$ cat src/rtl/bp_fe_scan_redirect.sv
// Scan-packet consumer: decodes the class, computes the branch target and BTFN prediction, counts consumed redirects.
// Two-entry valid/yumi pipe (A then B). A result appears 2 cycles after input. ready_o drops only when both stages are full and yumi_i is low.
module bp_fe_scan_redirect #(
  parameter int vaddr_width_p = 39,
  localparam int scan_width_p = 43
) (
  input  logic                     clk_i,
  input  logic                     reset_n_i,
  input  logic                     flush_i,
  input  logic                     v_i,
  output logic                     ready_o,
  input  logic [vaddr_width_p-1:0] pc_i,
  input  logic [scan_width_p-1:0]  scan_i,
  output logic                     v_o,
  input  logic                     yumi_i,
  output logic [vaddr_width_p-1:0] pc_o,
  output logic [1:0]               class_o,
  output logic [vaddr_width_p-1:0] target_pc_o,
  output logic                     taken_o,
  output logic                     target_unknown_o,
  output logic [vaddr_width_p-1:0] next_pc_o,
  output logic [15:0]              redirect_cnt_o
);

  typedef enum logic [1:0] {
    cls_none   = 2'b00,
    cls_jal    = 2'b01,
    cls_jalr   = 2'b10,
    cls_branch = 2'b11
  } cls_e;

  logic                     va;
  logic [vaddr_width_p-1:0] a_pc;
  logic [1:0]               a_class;
  logic [37:0]              a_field;

  logic                     vb;
  logic [vaddr_width_p-1:0] b_pc;
  logic [1:0]               b_class;
  logic [vaddr_width_p-1:0] b_target;
  logic [vaddr_width_p-1:0] b_next;
  logic                     b_taken;
  logic                     b_unknown;

  logic [15:0] cnt;

  logic adv_b;
  logic ready;
  logic accept;
  logic move;
  logic unused_rsvd;

  assign adv_b  = ~vb | yumi_i;
  assign ready  = ~va | adv_b;
  assign accept = v_i & ready;
  assign move   = va & adv_b;

  // Reserved scan bits carry no information for this consumer.
  assign unused_rsvd = ^scan_i[4:2];

  logic signed [38:0]       off39;
  logic [vaddr_width_p-1:0] off_ext;
  logic [vaddr_width_p-1:0] seq_pc;
  logic [vaddr_width_p-1:0] jump_pc;
  logic [vaddr_width_p-1:0] tgt;
  logic [vaddr_width_p-1:0] nxt;
  logic                     tk;
  logic                     unk;

  assign off39   = {a_field, 1'b0};
  assign off_ext = vaddr_width_p'(off39);
  assign seq_pc  = a_pc + vaddr_width_p'(4);
  assign jump_pc = a_pc + off_ext;

  always_comb begin
    tgt = seq_pc;
    tk  = 1'b0;
    unk = 1'b0;
    case (cls_e'(a_class))
      cls_branch: begin
        tgt = jump_pc;
        tk  = a_field[37];
      end
      cls_jal: begin
        tgt = jump_pc;
        tk  = 1'b1;
      end
      cls_jalr: begin
        tk  = 1'b1;
        unk = 1'b1;
      end
      default: ;
    endcase
  end

  // A JALR target is resolved later, so its fall-through is tgt (seq_pc) as well.
  assign nxt = tk ? tgt : seq_pc;

  always_ff @(posedge clk_i) begin
    if (!reset_n_i) begin
      va      <= 1'b0;
      a_pc    <= '0;
      a_class <= '0;
      a_field <= '0;
    end else begin
      if (flush_i)
        va <= 1'b0;
      else if (accept)
        va <= 1'b1;
      else if (move)
        va <= 1'b0;
      if (accept) begin
        a_pc    <= pc_i;
        a_class <= scan_i[1:0];
        a_field <= scan_i[42:5];
      end
    end
  end

  always_ff @(posedge clk_i) begin
    if (!reset_n_i) begin
      vb        <= 1'b0;
      b_pc      <= '0;
      b_class   <= '0;
      b_target  <= '0;
      b_next    <= '0;
      b_taken   <= 1'b0;
      b_unknown <= 1'b0;
    end else begin
      if (flush_i)
        vb <= 1'b0;
      else if (adv_b)
        vb <= va;
      if (move) begin
        b_pc      <= a_pc;
        b_class   <= a_class;
        b_target  <= tgt;
        b_next    <= nxt;
        b_taken   <= tk;
        b_unknown <= unk;
      end
    end
  end

  // Counts consumption, so a yumi in a flush cycle still registers.
  always_ff @(posedge clk_i) begin
    if (!reset_n_i)
      cnt <= '0;
    else if (vb && yumi_i && b_taken && cnt != 16'hFFFF)
      cnt <= cnt + 16'd1;
  end

  assign v_o              = vb & reset_n_i;
  assign ready_o          = ready | ~reset_n_i;
  assign pc_o             = reset_n_i ? b_pc : '0;
  assign class_o          = reset_n_i ? b_class : 2'b00;
  assign target_pc_o      = reset_n_i ? b_target : '0;
  assign next_pc_o        = reset_n_i ? b_next : '0;
  assign taken_o          = b_taken & reset_n_i;
  assign target_unknown_o = b_unknown & reset_n_i;
  assign redirect_cnt_o   = reset_n_i ? cnt : 16'h0000;

endmodule

$ cat config.mk
export PLATFORM = sky130hd
export DESIGN_NAME = bp_fe_scan_redirect
export DESIGN_NICKNAME = d
export VERILOG_FILES = /design/src/rtl/bp_fe_scan_redirect.sv
export SDC_FILE = /design/constraint.sdc
export NUM_CORES = 1
export LEC_CHECK = 0
export CORE_ASPECT_RATIO = 1.25
export CORE_MARGIN = 2
export CORE_UTILIZATION = 30
export CTS_CLUSTER_DIAMETER = 50
export CTS_CLUSTER_SIZE = 24
export DETAILED_ROUTE_END_ITERATION = 7
export MAX_ROUTING_LAYER = met4
export PLACE_DENSITY = 0.53
export SYNTH_ARGS = -nofsm -noshare
export SYNTH_HDL_FRONTEND = slang
export SYNTH_SLANG_ARGS = --single-unit
$ cat constraint.sdc
create_clock -name clk_i -period 4.3 [get_ports clk_i]
set_input_delay 1.075 -clock clk_i [delete_from_list [all_inputs] [get_ports clk_i]]
set_output_delay 1.075 -clock clk_i [all_outputs]
set_load 0.02 [all_outputs]
==> results of run 1 <==
-- cells by family after synthesis --
| logic type | count (synthesis) |
|---|---|
| AND/OR/NAND/NOR | 703 |
| multiplexers | 8 |
| buffers and inverters | 129 |
| adder cells (fa/ha/maj) | 44 |
| XOR/XNOR | 82 |
| flip-flops | 216 |
| AO/OA/AOI/OAI | 401 |
-- power by group --
group,leakage [nW],switching [W],total [W],internal (W)
combinational,4.20,0.000414,0.000723,0.000309
clock,0.467,0.000985,0.00242,0.00143
sequential,1.77,0.0000745,0.00216,0.00209
-- state kept, by name, indices dropped and copies added (netlist names) --
| name | flops |
|---|---|
| a_pc | 39 |
| b_pc | 39 |
| a_field | 38 |
| b_next | 38 |
| b_target | 38 |
| cnt | 16 |
| a_class | 2 |
| b_class | 2 |
| b_taken | 1 |
| b_unknown | 1 |
| va | 1 |
| vb | 1 |
-- path summary, 6_finish.rpt --
check                  startpoint                         to  slack [ns]  cells after the start
max          a_pc[1]$_SDFFE_PN0P_  b_target[33]$_SDFFE_PN0P_        0.51                     11
min          a_pc[0]$_SDFFE_PN0P_       a_pc[0]$_SDFFE_PN0P_        0.47                      2
max reg2reg  a_pc[1]$_SDFFE_PN0P_  b_target[33]$_SDFFE_PN0P_        0.51                     11
min reg2reg  a_pc[0]$_SDFFE_PN0P_       a_pc[0]$_SDFFE_PN0P_        0.47                      2
-- worst max-delay path, cell delays in order, from the launching register on --
cell      delay (ns)
dfxtp_1         0.36
ha_1            0.26
fa_1            0.44
a211oi_1        0.43
o21ai_1         0.15
a221oi_1        0.47
o21ai_1         0.23
a31oi_1         0.51
o31a_1          0.36
xor2_1          0.21
nor3_1          0.07
o21a_1          0.19
-- metal layers --
layer / vias to the layer above / part of all wire
met2: 256 / 0.46
met1: 5253 / 0.48
li1: 5722 / -
met4: 0 / 0.015
met3: 38 / 0.047
met5: - / 0
-- cell type report --
cell class / count / area share
Multi-Input combinational cell: 1238 / 0.4661
Sequential cell: 216 / 0.2716
Timing Repair Buffer: 246 / 0.1558
Clock buffer: 31 / 0.04589
Tap cell: 552 / 0.04338
Clock inverter: 17 / 0.01438
Inverter: 12 / 0.002829
-- metrics by stage --
stage	hold slack, ns	cells	power (W)	setup slack, ns
final	0.4687	2312	0.005304	0.5095
after global routing	0.4907	2312	0.005533	0.2718
after CTS	0.4693	2312	0.005372	0.5418
after detailed placement	0.4558	2264	0.002934	0.5443
after global placement	0.4533	2264	0.002926	0.5659
after floorplan	0.4363	1583	0.002647	1.171
-- cells in the final DEF (no fill, tap or decap), drive strengths merged, types with 21 or more instances in the layout --
cell           Yosys  layout
nand3             33      33
clkbuf            93      32
xor2              38      38
ha                43      43
nor2             167     167
nand4             23      23
a21boi            88      88
o211a             21      21
xnor2             44      44
a21oi             86      86
dfxtp            216     216
o21ai             84      84
and2             158     158
buf               21      24
clkdlybuf4s50      0     221
nand2            264     264
==> reports/results.tsv, run 1 <==
metric	value	unit
M1 GR Usage	0.2493	
Final Cell Area	15920	µm²
final setup vio count	0	
Detailed Place HPWL	28.15	mm
Post-synth EDFFs	0	
CTS buffer count	26	
largest family of logic cells by synthesized area	simple AND/OR/NAND/NOR gates	
DRC	0	
syn_area_per_cell	7.777	µm²
Diodes inserted	0	
total grt overflow	0	
Max Cap Viol	0	
I/O Pins	226	
asr flop ratio synth	0	
status	completed	
Detail Route Antenna Nets	0	
register bit total from synthesis	216	
GP Congestion	0.8350	
Cell Area, Synth	12310	µm²
crit-path max FO	5	
gr usage total	0.1862	
total number of vias	11270	
area share of the largest cell type after synthesis	0.3513	
Leak	6.437	nW
Seq. cell area	4324	µm²
Synth Area in XOR/XNOR	0.05834	
clk buf depth	3	
CTS tree	yes	
busiest grt layer	met2	
first-pass GRT wire length	61.33	mm
Buffers on Ports	222	
Post-Syn Nets	1714	
area occupied by multi-input gates	7422	µm²
Vias/cell	4.874	
antenna violations before repair	0	
setup_tns	0	ns
hold bufs inserted after CTS	0	
Die X-Extent	185.2	µm
Netlist cell types	71	
Max Slew Vio Count	0	
# nets final	1871	
mux cell area share after synthesis	0.006606	
Crit. End Element	flop	
CP arrival	4.22	ns
Worst-Margin Slew	1.059	ns
FP Rows	83	
1st-iter DRT viols	615	
Reg clk slew, reported paths	0.06	ns
# clock sinks	216	
Compound-Gate Fraction of Synth Area	0.2224	
WS Path Type	reg -> reg	
Initial Util	0.3016	
Worst VDD drop	0.3389	mV
met3 usage	0.02161	
post-synth top area cell	dfxtp_1	
Synth top cells by count	nand2_1 (264), dfxtp_1 (216), nor2_1 (167)	
Clock Skew	0.01203	ns
setup repair bufs after CTS	0	
fraction of the mapped netlist area in adder cells	0.04533	
Yosys Warn Count	0	
simple-gate area share of the yosys netlist	0.2683	
prevailing post-synth register cell	dfxtp_1	
RSZ-0062 raised after global routing	no	
Die Y	230.5	µm
Die Area	42680	µm²
clock root cell	clkbuf_16	
CP Launch Type	flop	
DR pass1 iterations	5	
Final Util	0.3901	
pin count of the biggest net entering global routing	125	
vias in the first global route	11000	
count leader, synth	nand2_1	
WL/cell	16.99	µm
Synth area leaders	dfxtp_1 (35%), nand2_1 (8.0%), and2_1 (8.0%), a21boi_0 (5.2%), nor2_1 (5.1%)	
fraction of layout cells with a size suffix above 1	0.05398	
Power Density	333.1	nW/µm²
sequential-to-total area share from yosys stat	0.3513	
Worst Hold Class	reg -> reg	
Clk Latency, worst-skew pair	0.54	ns
fill count	4253	
post-cts sizing count	0	
GR Util met2	0.3014	
Area growth syn-to-layout	29.34	%
drt total wl	39.29	mm
Max Clk Rate	263.8	MHz
Cells after Synth	1583	
slew margin rel.	0.2935	
final worst path period share	0.8815	
H-tree depth	1	
Cell Area, Placed	14960	µm²
crit path time final	3.790	ns
WP data required	4.73	ns
Core Footprint	40810	µm²
final hold vios	0	
Power figures use the tool's default switching activity.
==> run 2, diff against run 1 <==
--- a/config.mk
+++ b/config.mk
@@ -13,6 +13,7 @@
 export DETAILED_ROUTE_END_ITERATION = 7
 export MAX_ROUTING_LAYER = met4
 export PLACE_DENSITY = 0.53
+export SKIP_LAST_GASP = 1
 export SYNTH_ARGS = -nofsm -noshare
 export SYNTH_HDL_FRONTEND = slang
 export SYNTH_SLANG_ARGS = --single-unit
==> results of run 2 <==
The final DEF is identical to that of run 1; final timing and power are the same.
